==> src/rtl/cfgparm_pkg.sv <==
// Shared types and helpers for the configuration-parameter frame receiver.
// Byte-order constants and the per-byte lane mapping live here.
package cfgparm_pkg;

  typedef enum logic [1:0] {
    ST_IDLE,
    ST_RECV,
    ST_CHECK
  } state_t;

  localparam int ORD_LEGACY = 0;
  localparam int ORD_BE     = 1;
  localparam int ORD_LE     = 2;

  // Legacy order swaps the two bytes inside each 16-bit half.
  function automatic logic [4:0] lane_of(
    input logic [1:0] byte_idx,
    input int         order
  );
    logic [4:0] off;
    off = 5'd0;
    unique case (1'b1)
      order == ORD_BE: off = {~byte_idx, 3'b000};
      order == ORD_LE: off = {byte_idx, 3'b000};
      default:         off = {byte_idx ^ 2'b01, 3'b000};
    endcase
    return off;
  endfunction

endpackage

==> src/rtl/cfgparm_chk_acc.sv <==
// 8-bit running sum over the payload bytes of a frame.
// A frame is good when its checksum byte equals the inverted sum.
module cfgparm_chk_acc (
  input  logic       clk,
  input  logic       rst_n,
  input  logic       clr,
  input  logic       load,
  input  logic       acc,
  input  logic [7:0] data,
  input  logic [7:0] chk,
  output logic       match
);

  logic [7:0] sum;

  always_ff @(posedge clk or negedge rst_n) begin
    if (!rst_n) begin
      sum <= 8'h00;
    end else if (clr) begin
      sum <= 8'h00;
    end else if (load) begin
      sum <= data;
    end else if (acc) begin
      sum <= sum + data;
    end
  end

  assign match = (chk == ~sum);

endmodule

==> src/rtl/cfgparm_frm_rx.sv <==
// Deserialises a byte frame into PARAM_NUM 32-bit words held in a shadow
// store; the words are committed only for a full-length, good-sum frame.
import cfgparm_pkg::*;

module cfgparm_frm_rx #(
  parameter int PARAM_NUM  = 6,
  parameter int BYTE_ORDER = 0,
  parameter int CHK_EN     = 1
) (
  input  logic                   clk_sys,
  input  logic                   rst_sys_n,
  input  logic                   cfg_param_dval,
  input  logic [7:0]             slink_cfg_data,
  output logic [PARAM_NUM*32-1:0] cfg_param,
  output logic                   cfg_upd_pls,
  output logic                   cfg_err_len,
  output logic                   cfg_err_chk,
  output logic [7:0]             cfg_err_cnt
);

  localparam int PAY = PARAM_NUM * 4;
  localparam int FRM = PAY + CHK_EN;
  localparam int CW  = $clog2(FRM + 2);
  localparam int WW  = (PARAM_NUM > 1) ? $clog2(PARAM_NUM) : 1;

  localparam logic [CW-1:0] PAY_C = CW'(PAY);
  localparam logic [CW-1:0] FRM_C = CW'(FRM);
  localparam logic [CW-1:0] OVR_C = CW'(FRM + 1);

  state_t        state_q;
  state_t        state_d;
  logic [CW-1:0] cnt_q;
  logic [CW-1:0] cnt_d;
  logic [CW-1:0] wr_idx;
  logic [WW-1:0] wr_word;
  logic [4:0]    wr_lane;
  logic [31:0]   shadow_q [PARAM_NUM];
  logic [7:0]    chk_q;

  logic wr_en;
  logic acc_ld;
  logic acc_add;
  logic acc_clr;
  logic chk_ld;
  logic chk_match;
  logic commit;
  logic err_len;
  logic err_chk;

  always_ff @(posedge clk_sys or negedge rst_sys_n) begin
    if (!rst_sys_n) begin
      state_q <= ST_IDLE;
      cnt_q   <= '0;
    end else begin
      state_q <= state_d;
      cnt_q   <= cnt_d;
    end
  end

  always_comb begin
    state_d = state_q;
    cnt_d   = cnt_q;
    wr_idx  = '0;
    wr_en   = 1'b0;
    acc_ld  = 1'b0;
    acc_add = 1'b0;
    acc_clr = 1'b0;
    chk_ld  = 1'b0;
    commit  = 1'b0;
    err_len = 1'b0;
    err_chk = 1'b0;
    unique case (state_q)
      ST_IDLE: begin
        if (cfg_param_dval) begin
          state_d = ST_RECV;
          cnt_d   = CW'(1);
          wr_en   = 1'b1;
          acc_ld  = 1'b1;
        end
      end
      ST_RECV: begin
        if (cfg_param_dval) begin
          wr_idx = cnt_q;
          if (cnt_q < PAY_C) begin
            wr_en   = 1'b1;
            acc_add = 1'b1;
          end else if (CHK_EN != 0 && cnt_q == PAY_C) begin
            chk_ld = 1'b1;
          end
          if (cnt_q != OVR_C) begin
            cnt_d = cnt_q + CW'(1);
          end
        end else begin
          state_d = ST_CHECK;
        end
      end
      ST_CHECK: begin
        if (cnt_q != FRM_C) begin
          err_len = 1'b1;
        end else if (CHK_EN != 0 && !chk_match) begin
          err_chk = 1'b1;
        end else begin
          commit = 1'b1;
        end
        // A strobe here is byte 0 of the next frame.
        if (cfg_param_dval) begin
          state_d = ST_RECV;
          cnt_d   = CW'(1);
          wr_en   = 1'b1;
          acc_ld  = 1'b1;
        end else begin
          state_d = ST_IDLE;
          acc_clr = 1'b1;
        end
      end
      default: state_d = ST_IDLE;
    endcase
  end

  assign wr_word = WW'(wr_idx >> 2);
  assign wr_lane = lane_of(wr_idx[1:0], BYTE_ORDER);

  always_ff @(posedge clk_sys or negedge rst_sys_n) begin
    if (!rst_sys_n) begin
      for (int w = 0; w < PARAM_NUM; w++) begin
        shadow_q[w] <= '0;
      end
    end else if (wr_en) begin
      shadow_q[wr_word][wr_lane +: 8] <= slink_cfg_data;
    end
  end

  always_ff @(posedge clk_sys or negedge rst_sys_n) begin
    if (!rst_sys_n) begin
      chk_q <= 8'h00;
    end else if (chk_ld) begin
      chk_q <= slink_cfg_data;
    end
  end

  cfgparm_chk_acc u_chk_acc (
    .clk   (clk_sys),
    .rst_n (rst_sys_n),
    .clr   (acc_clr),
    .load  (acc_ld),
    .acc   (acc_add),
    .data  (slink_cfg_data),
    .chk   (chk_q),
    .match (chk_match)
  );

  always_ff @(posedge clk_sys or negedge rst_sys_n) begin
    if (!rst_sys_n) begin
      cfg_param   <= '0;
      cfg_upd_pls <= 1'b0;
      cfg_err_len <= 1'b0;
      cfg_err_chk <= 1'b0;
      cfg_err_cnt <= 8'h00;
    end else begin
      cfg_upd_pls <= commit;
      cfg_err_len <= err_len;
      cfg_err_chk <= err_chk;
      if (commit) begin
        for (int w = 0; w < PARAM_NUM; w++) begin
          cfg_param[w*32 +: 32] <= shadow_q[w];
        end
      end
      if ((err_len || err_chk) && cfg_err_cnt != 8'hFF) begin
        cfg_err_cnt <= cfg_err_cnt + 8'd1;
      end
    end
  end

endmodule

==> config.mk <==
export PLATFORM = sky130hd
export DESIGN_NAME = cfgparm_frm_rx
export DESIGN_NICKNAME = d
export VERILOG_FILES = /design/src/rtl/cfgparm_pkg.sv /design/src/rtl/cfgparm_chk_acc.sv /design/src/rtl/cfgparm_frm_rx.sv
export SDC_FILE = /design/constraint.sdc
export NUM_CORES = 1
export LEC_CHECK = 0
export ABC_CLOCK_PERIOD_IN_PS = 2180
export BUFFER_PORTS_ARGS = -buffer_cell sky130_fd_sc_hd__buf_2
export CAP_MARGIN = 20
export CORE_MARGIN = 4
export CORE_UTILIZATION = 52
export DETAILED_ROUTE_END_ITERATION = 6
export GPL_ROUTABILITY_DRIVEN = 0
export PLACE_DENSITY = 0.83
export SLEW_MARGIN = 20
export SYNTH_ARGS = -nofsm -noshare
export SYNTH_HDL_FRONTEND = slang
export SYNTH_SLANG_ARGS = --single-unit
==> constraint.sdc <==
create_clock -name clk_sys -period 2.18 [get_ports clk_sys]
set_clock_uncertainty 0.2 [all_clocks]
set_input_delay 0.218 -clock clk_sys [delete_from_list [all_inputs] [get_ports clk_sys]]
set_output_delay 0.218 -clock clk_sys [all_outputs]
set_load 0.05 [all_outputs]
==> impl_metrics.yaml, run 1 <==
status:
  run_status: "finished with violations"
  failing_checks: "negative setup slack"
final_layout:
  final-instance-count-excl-fill: 1899
  area_growth_syn_to_layout_pct: 27.44
  ratio_of_cells_with_drive_above_1_in_the_final_layout: 0.5543
  finish.net_count: 1452
placed_design:
  placedCellCount: 1780
  dp_hpwl_mm: 27.11
  numPortBuffers: 213
synthesis:
  synth_warn: 0
  dominant_combinational_cell_family_by_area_after_synthesis: "multiplexers"
  synth_top_cell_area_share: 0.6081
  synth.ff_latch_count: 418
  avgSynthCellArea_um2: 16.09
  post_synth_main_area_contributors: "sky130_fd_sc_hd__dfrtp_1, sky130_fd_sc_hd__mux2_2, sky130_fd_sc_hd__mux2_4"
  synth-simple-area-share: 0.05317
  netlist-cell-type-count: 56
  yosys-mux-area-fraction: 0.2797
  synth_compound_gate_area_share: 0.01826
  synth.net_count: 1098
  post_synthesis_cell_count: 1069
  synth_area_um2: 17200
  synth_fa_ha_area_frac: 0.01353
  yosysSeqAreaShare: 0.6081
  area_share_of_xor_xnor_cells_in_the_synthesized_design: 0.009165
  yosysTopAreaCell: "sky130_fd_sc_hd__dfrtp_1"
detailed_routing:
  drc: 0
  route.final.wire_length_mm: 40.43
  detail_route.first_pass.iterations: 5
  routed_wire_length_per_instance_um: 21.29
  drtAntennaViolNets: 0
  vias_per_cell: 5.358
  drt-initial-drc-count: 507
  vias_after_detailed_routing: 10180
grt:
  maximum_number_of_pins_on_one_net_before_global_route_repair: 72
  globalRouteTotalUtil: 0.2211
  number_of_antenna_violations_at_the_first_check_in_global_routing: 1
  first_pass_grt_wire_length_mm: 63.13
  overflow: 0
  grt_pass1_vias: 10980
sta:
  timing.final.max_slew_violations: 0
  share_of_the_clock_period_used_by_the_worst_path_after_layout: 1.040
  grt_setup_unrepaired: "yes"
  fmaxAchievable_ghz: 0.4410
  timing.setup.tns_ns: -10.49
  worst-slew-pin-transition_ns: 0.5560
  timing.final.crit_period_ns: 2.268
  setup-violations-final: 274
  post-route-worst-setup-slack_ns: -0.08763
  max_slew_margin: 0.6293
  timing_hold_violations_final: 0
worst_setup_path:
  timing.critical_path.slowest_cell_delay_ns: 0.44
  critPathSlowestCell: "sky130_fd_sc_hd__dfrtp_1"
  cp_cell_sequence: "ha_2 > nor3b_4 > nand4_1 > buf_6 > buf_12 > clkbuf_16 > mux2_4"
  cp_num_buf_inv: 3
  cp.arrival_ns: 2.48
  timing.critical_path.fanout_max: 14
  crit_path_end_kind: "flip-flop"
  startpoint_type: "flip-flop"
  critPathRequiredTime_ns: 2.39
  crit_type: "flip-flop to flip-flop"
  critical_path.top_delay_family: "buffers and inverters"
min_path:
  holdCritPathClass: "input pin to asynchronous set/reset pin"
pwr:
  max_rail_drop_vdd_v: 0.0008557
  power_density_nw_per_um2: 780.4
  p_leak_nw: 11.87
floorplanning:
  area_inside_the_core_boundary_um2: 32620
  boundaryPins: 214
  chipHeight_um: 189.9
  dieArea_um2: 36050
  die_width_um: 189.9
  starting_density_of_the_core: 0.5273
  num_rows: 66
clocking:
  cts_tree: "done"
  number_of_buffers_inserted_during_clock_tree_synthesis: 43
  worstSkewPairLatency_ns: 0.54
  cts.sink_count: 418
  register_clock_pin_slew_on_the_reported_worst_setup_and_hold_paths_ns: 0.06
  clock_tree.buffer_depth: 3
  cts_root_buffer: "sky130_fd_sc_hd__clkbuf_16"
  cts_max_level: 2
run:
  cap_violations: 0
worst paths after layout:
path / endpoint / cells after the start / start / slack [ns]
worst min register to register: cfg_param[127]$_DFFE_PN0P_ / 1 / shadow_q[95]$_DFFE_PN0P_ / 0.28
worst max register to register: cfg_param[26]$_DFFE_PN0P_ / 7 / cnt_q[0]$_DFFE_PN0P_ / -0.09
worst max-delay path: cfg_param[26]$_DFFE_PN0P_ / 7 / cnt_q[0]$_DFFE_PN0P_ / -0.09
worst min-delay path: cfg_param[82]$_DFFE_PN0P_ / 3 / rst_sys_n / 0.14
max in group asynchronous: cfg_param[165]$_DFFE_PN0P_ / 3 / rst_sys_n / 1.24
min in group clk_sys: cfg_param[127]$_DFFE_PN0P_ / 1 / shadow_q[95]$_DFFE_PN0P_ / 0.28
per-layer routing:
metal / share of wire / up-vias / global-route usage
met5: 0 / - / 0
met2: 0.48 / 265 / 0.3582
met1: 0.45 / 5314 / 0.3160
met3: 0.044 / 79 / 0.03413
met4: 0.026 / 0 / 0.06066
li1: - / 4517 / -
kinds of logic (layout without fill, tap and decap cells):
kind of cell | Yosys count | count (layout)
compound gates | 46 | 46
xor+xnor | 18 | 18
fa+ha+maj | 18 | 18
buf+inv | 43 | 430
flops | 418 | 418
mux | 394 | 394
other cells | 0 | 1
simple gates | 132 | 132
cell usage in the layout (no fill, tap or decap), drive strengths merged, types with 7 or more instances in the layout:
master,count
a21oi,7
and2,34
buf,325
clkbuf,68
clkinv,8
dfrtp,418
dlygate4sd3,10
ha,17
inv,15
mux2,394
nand2,19
nand3,7
nor2,36
o21ai,14
xnor2,12
synthesized netlist by cell type (all sizes together):
master,instances
o21a,1
nand2,19
a211oi,2
o21bai,1
nand4,6
o22ai,1
o221a,1
a21oi,7
o2111ai,2
nand3,7
nand4b,2
nor4b,1
a21boi,2
o41a,1
inv,12
a21o,2
xnor2,12
buf,27
nand3b,2
nor3b,3
nor3,4
and2,34
clkbuf,4
fa,1
nor4,3
nor2b,2
dfrtp,418
a22oi,6
or4b,1
and2b,1
o21ai,14
o31a,1
xor2,6
a31oi,3
nor2,36
nand2b,2
and3b,1
mux2,394
or2,2
a221o,1
ha,17
a41oi,1
and3,6
final cells by class:
class | instances | area (um^2)
fillers | 2277 | 10700
clock buffers | 63 | 1232
well taps | 442 | 553.0
diodes | 1 | 2.502
clock inverters | 15 | 182.7
flip-flops and latches | 418 | 10460
inverters | 12 | 50.05
repair buffers | 340 | 2736
multi-input cells | 608 | 6703
per-stage QoR:
stage	hold slack (ns)	setup slack (ns)	power (mW)	utilization	instance area, um^2
after floorplan	-0.2776	-0.03818	9.130	-	17250
after global placement	-0.06719	-0.3008	9.646	0.6023	19650
after detailed placement	-0.06941	-0.3210	9.715	0.6023	19650
after CTS	0.1379	-0.04521	17.19	0.6641	21660
after global routing	0.1510	-0.1384	17.76	0.6721	21920
final	0.1393	-0.08763	17.11	0.6721	21920
worst min-delay path, delay by kind of cell:
family | cells | cell delay (ns)
buf+inv | 3 | 0.99
sequential cells by signal, indices dropped and copies added, names as in the netlist:
name           count
cfg_err_chk        1
cfg_err_cnt        8
cfg_err_len        1
cfg_param        192
cfg_upd_pls        1
chk_q              8
cnt_q              5
shadow_q         192
state_q            2
u_chk_acc.sum      8
power by group:
group | switching, mW | leakage, nW | total, mW | internal [mW]
clock | 2.99 | 0.692 | 7.30 | 4.31
combinational | 0.921 | 5.38 | 1.59 | 0.667
sequential | 0.223 | 5.80 | 8.22 | 8.00
what timing repair did:
item                                   in CTS  in global routing
cloned                                      2                  6
buffers inserted                           17                  6
hold buffers                               11                  0
endpoints found under the hold margin     432                  0
resized for setup                          66                 17
pin swaps                                  21                 16
setup endpoints to repair                 377                389
Power figures use the tool's default switching activity.
==> inputs of run 2 (changes only) <==
--- a/config.mk
+++ b/config.mk
@@ -13,6 +13,7 @@
 export DETAILED_ROUTE_END_ITERATION = 6
 export GPL_ROUTABILITY_DRIVEN = 0
 export PLACE_DENSITY = 0.83
+export REMOVE_ABC_BUFFERS = 1
 export SLEW_MARGIN = 20
 export SYNTH_ARGS = -nofsm -noshare
 export SYNTH_HDL_FRONTEND = slang
==> impl_metrics.yaml, run 2 (same netlist as run 1, synthesis figures left out) <==
status:
  run_status: "finished with violations"
  failing_checks: "negative setup slack"
final_layout:
  final-instance-count-excl-fill: 1897
  largest_registers: "cfg_param (192), shadow_q (192)"
  mostFrequentLayoutCells: "sky130_fd_sc_hd__dfrtp_1, sky130_fd_sc_hd__mux2_4, sky130_fd_sc_hd__buf_2"
  ratio_of_cells_with_drive_above_1_in_the_final_layout: 0.5931
  finish.net_count: 1451
  final_common_cell: "sky130_fd_sc_hd__dfrtp_1"
  diodes: 0
  core_util_final: 0.6915
  fillers: 2109
  area_growth_syn_to_layout_pct: 31.12
sta:
  timing.final.max_slew_violations: 0
  setup-violations-final: 193
  fmaxAchievable_ghz: 0.4436
  grt_setup_unrepaired: "yes"
  share_of_the_clock_period_used_by_the_worst_path_after_layout: 1.034
  timing.final.crit_period_ns: 2.254
  timing_hold_violations_final: 0
  max_slew_margin: 0.6324
  worst-slew-pin-transition_ns: 0.5514
  post-route-worst-setup-slack_ns: -0.07433
detailed_routing:
  routed_wire_length_per_instance_um: 22.11
  vias_per_cell: 5.369
  drtAntennaViolNets: 0
  drc: 0
  route.final.wire_length_mm: 41.94
  vias_after_detailed_routing: 10190
  drt-initial-drc-count: 436
  detail_route.first_pass.iterations: 4
floorplanning:
  num_rows: 66
  area_inside_the_core_boundary_um2: 32620
  starting_density_of_the_core: 0.5273
  boundaryPins: 214
  die_width_um: 189.9
  dieArea_um2: 36050
  chipHeight_um: 189.9
worst_setup_path:
  critPathSlowestCell: "sky130_fd_sc_hd__dfrtp_1"
  crit_path_end_kind: "flip-flop"
  startpoint_type: "flip-flop"
  timing.critical_path.slowest_cell_delay_ns: 0.43
  crit_type: "flip-flop to flip-flop"
  critical_path.top_delay_family: "buffers and inverters"
  critPathRequiredTime_ns: 2.39
  timing.critical_path.fanout_max: 22
  cp_num_buf_inv: 3
  cp.arrival_ns: 2.46
  cp_cell_sequence: "xnor2_2 > nor4_4 > nand4_1 > buf_6 > buf_8 > buf_12 > mux2_1"
clocking:
  cts.sink_count: 418
  register_clock_pin_slew_on_the_reported_worst_setup_and_hold_paths_ns: 0.06
  clock_tree.buffer_depth: 3
  cts_max_level: 2
  worstSkewPairLatency_ns: 0.53
  cts_tree: "done"
  cts_root_buffer: "sky130_fd_sc_hd__clkbuf_16"
  number_of_buffers_inserted_during_clock_tree_synthesis: 42
grt:
  number_of_antenna_violations_at_the_first_check_in_global_routing: 0
  first_pass_grt_wire_length_mm: 60.92
  grt_pass1_vias: 10680
  overflow: 0
  maximum_number_of_pins_on_one_net_before_global_route_repair: 59
  globalRouteTotalUtil: 0.2120
pwr:
  p_leak_nw: 12.14
  power_density_nw_per_um2: 765.3
  max_rail_drop_vdd_v: 0.0005588
placed_design:
  dp_slack_ns: -0.3531
  dp_hpwl_mm: 26.06
  numPortBuffers: 213
  placedCellCount: 1786
min_path:
  holdCritPathClass: "input pin to asynchronous set/reset pin"
run:
  cap_violations: 0
-- run 2: cell type report --
type,instances,area (um^2),area share
clock inverters,15,185.2,0.008210
well taps,442,553.0,0.02452
clock buffers,62,1237,0.05486
inverters,12,47.55,0.002108
flip-flops and latches,418,10460,0.4638
multi-input cells,608,7236,0.3208
repair buffers,340,2835,0.1257
-- run 2: path summary, 6_finish.rpt --
path,from,endpoint,cells past startpoint,slack (ns)
min in group clk_sys,slink_cfg_data[1],chk_q[1]$_DFFE_PN0P_,3,0.05
max in group asynchronous,rst_sys_n,cfg_err_cnt[0]$_DFFE_PN0P_,3,0.96
max reg2reg,u_chk_acc.sum[0]$_DFFE_PN0P_,cfg_param[160]$_DFFE_PN0P_,7,-0.07
max,u_chk_acc.sum[0]$_DFFE_PN0P_,cfg_param[160]$_DFFE_PN0P_,7,-0.07
min reg2reg,shadow_q[59]$_DFFE_PN0P_,cfg_param[155]$_DFFE_PN0P_,1,0.29
min,rst_sys_n,shadow_q[189]$_DFFE_PN0P_,2,0.05
-- run 2: per-layer routing --
metal  global-route usage  up-vias  wire (um)
met1               0.2942     5367      18230
met5                    0        -          0
met3              0.03394       70       1836
li1                     -     4502          -
met4              0.04786        0       1056
met2               0.3571      246      20810
-- run 2: where the power goes --
part	internal (mW)	switching (mW)	total, mW
clock	4.42	2.95	7.37
combinational	0.745	0.950	1.69
sequential	7.99	0.201	8.20
-- run 2: repair_timing --
item                       4_1_cts  5_1_grt
gates cloned                     0       15
setup endpoints to repair      278      387
pin swaps                        3       23
resized for setup               69      185
hold endpoints to repair       423        0
buffers inserted                 5       12
hold buffers                     5        0
-- run 2: metrics by stage --
step / power [mW] / area (um^2) / hold slack, ns / setup TNS, ns
6_report: 17.26 / 22560 / 0.04568 / -7.305
2_1_floorplan: 9.095 / 16940 / -0.2776 / -1698.07
5_1_grt: 17.91 / 22560 / 0.03141 / -32.89
4_1_cts: 17.19 / 21430 / 0.02588 / -0.8803
3_3_place_gp: 9.675 / 19710 / 0.01185 / -25.81
3_5_place_dp: 9.745 / 19710 / 0.02195 / -31.49
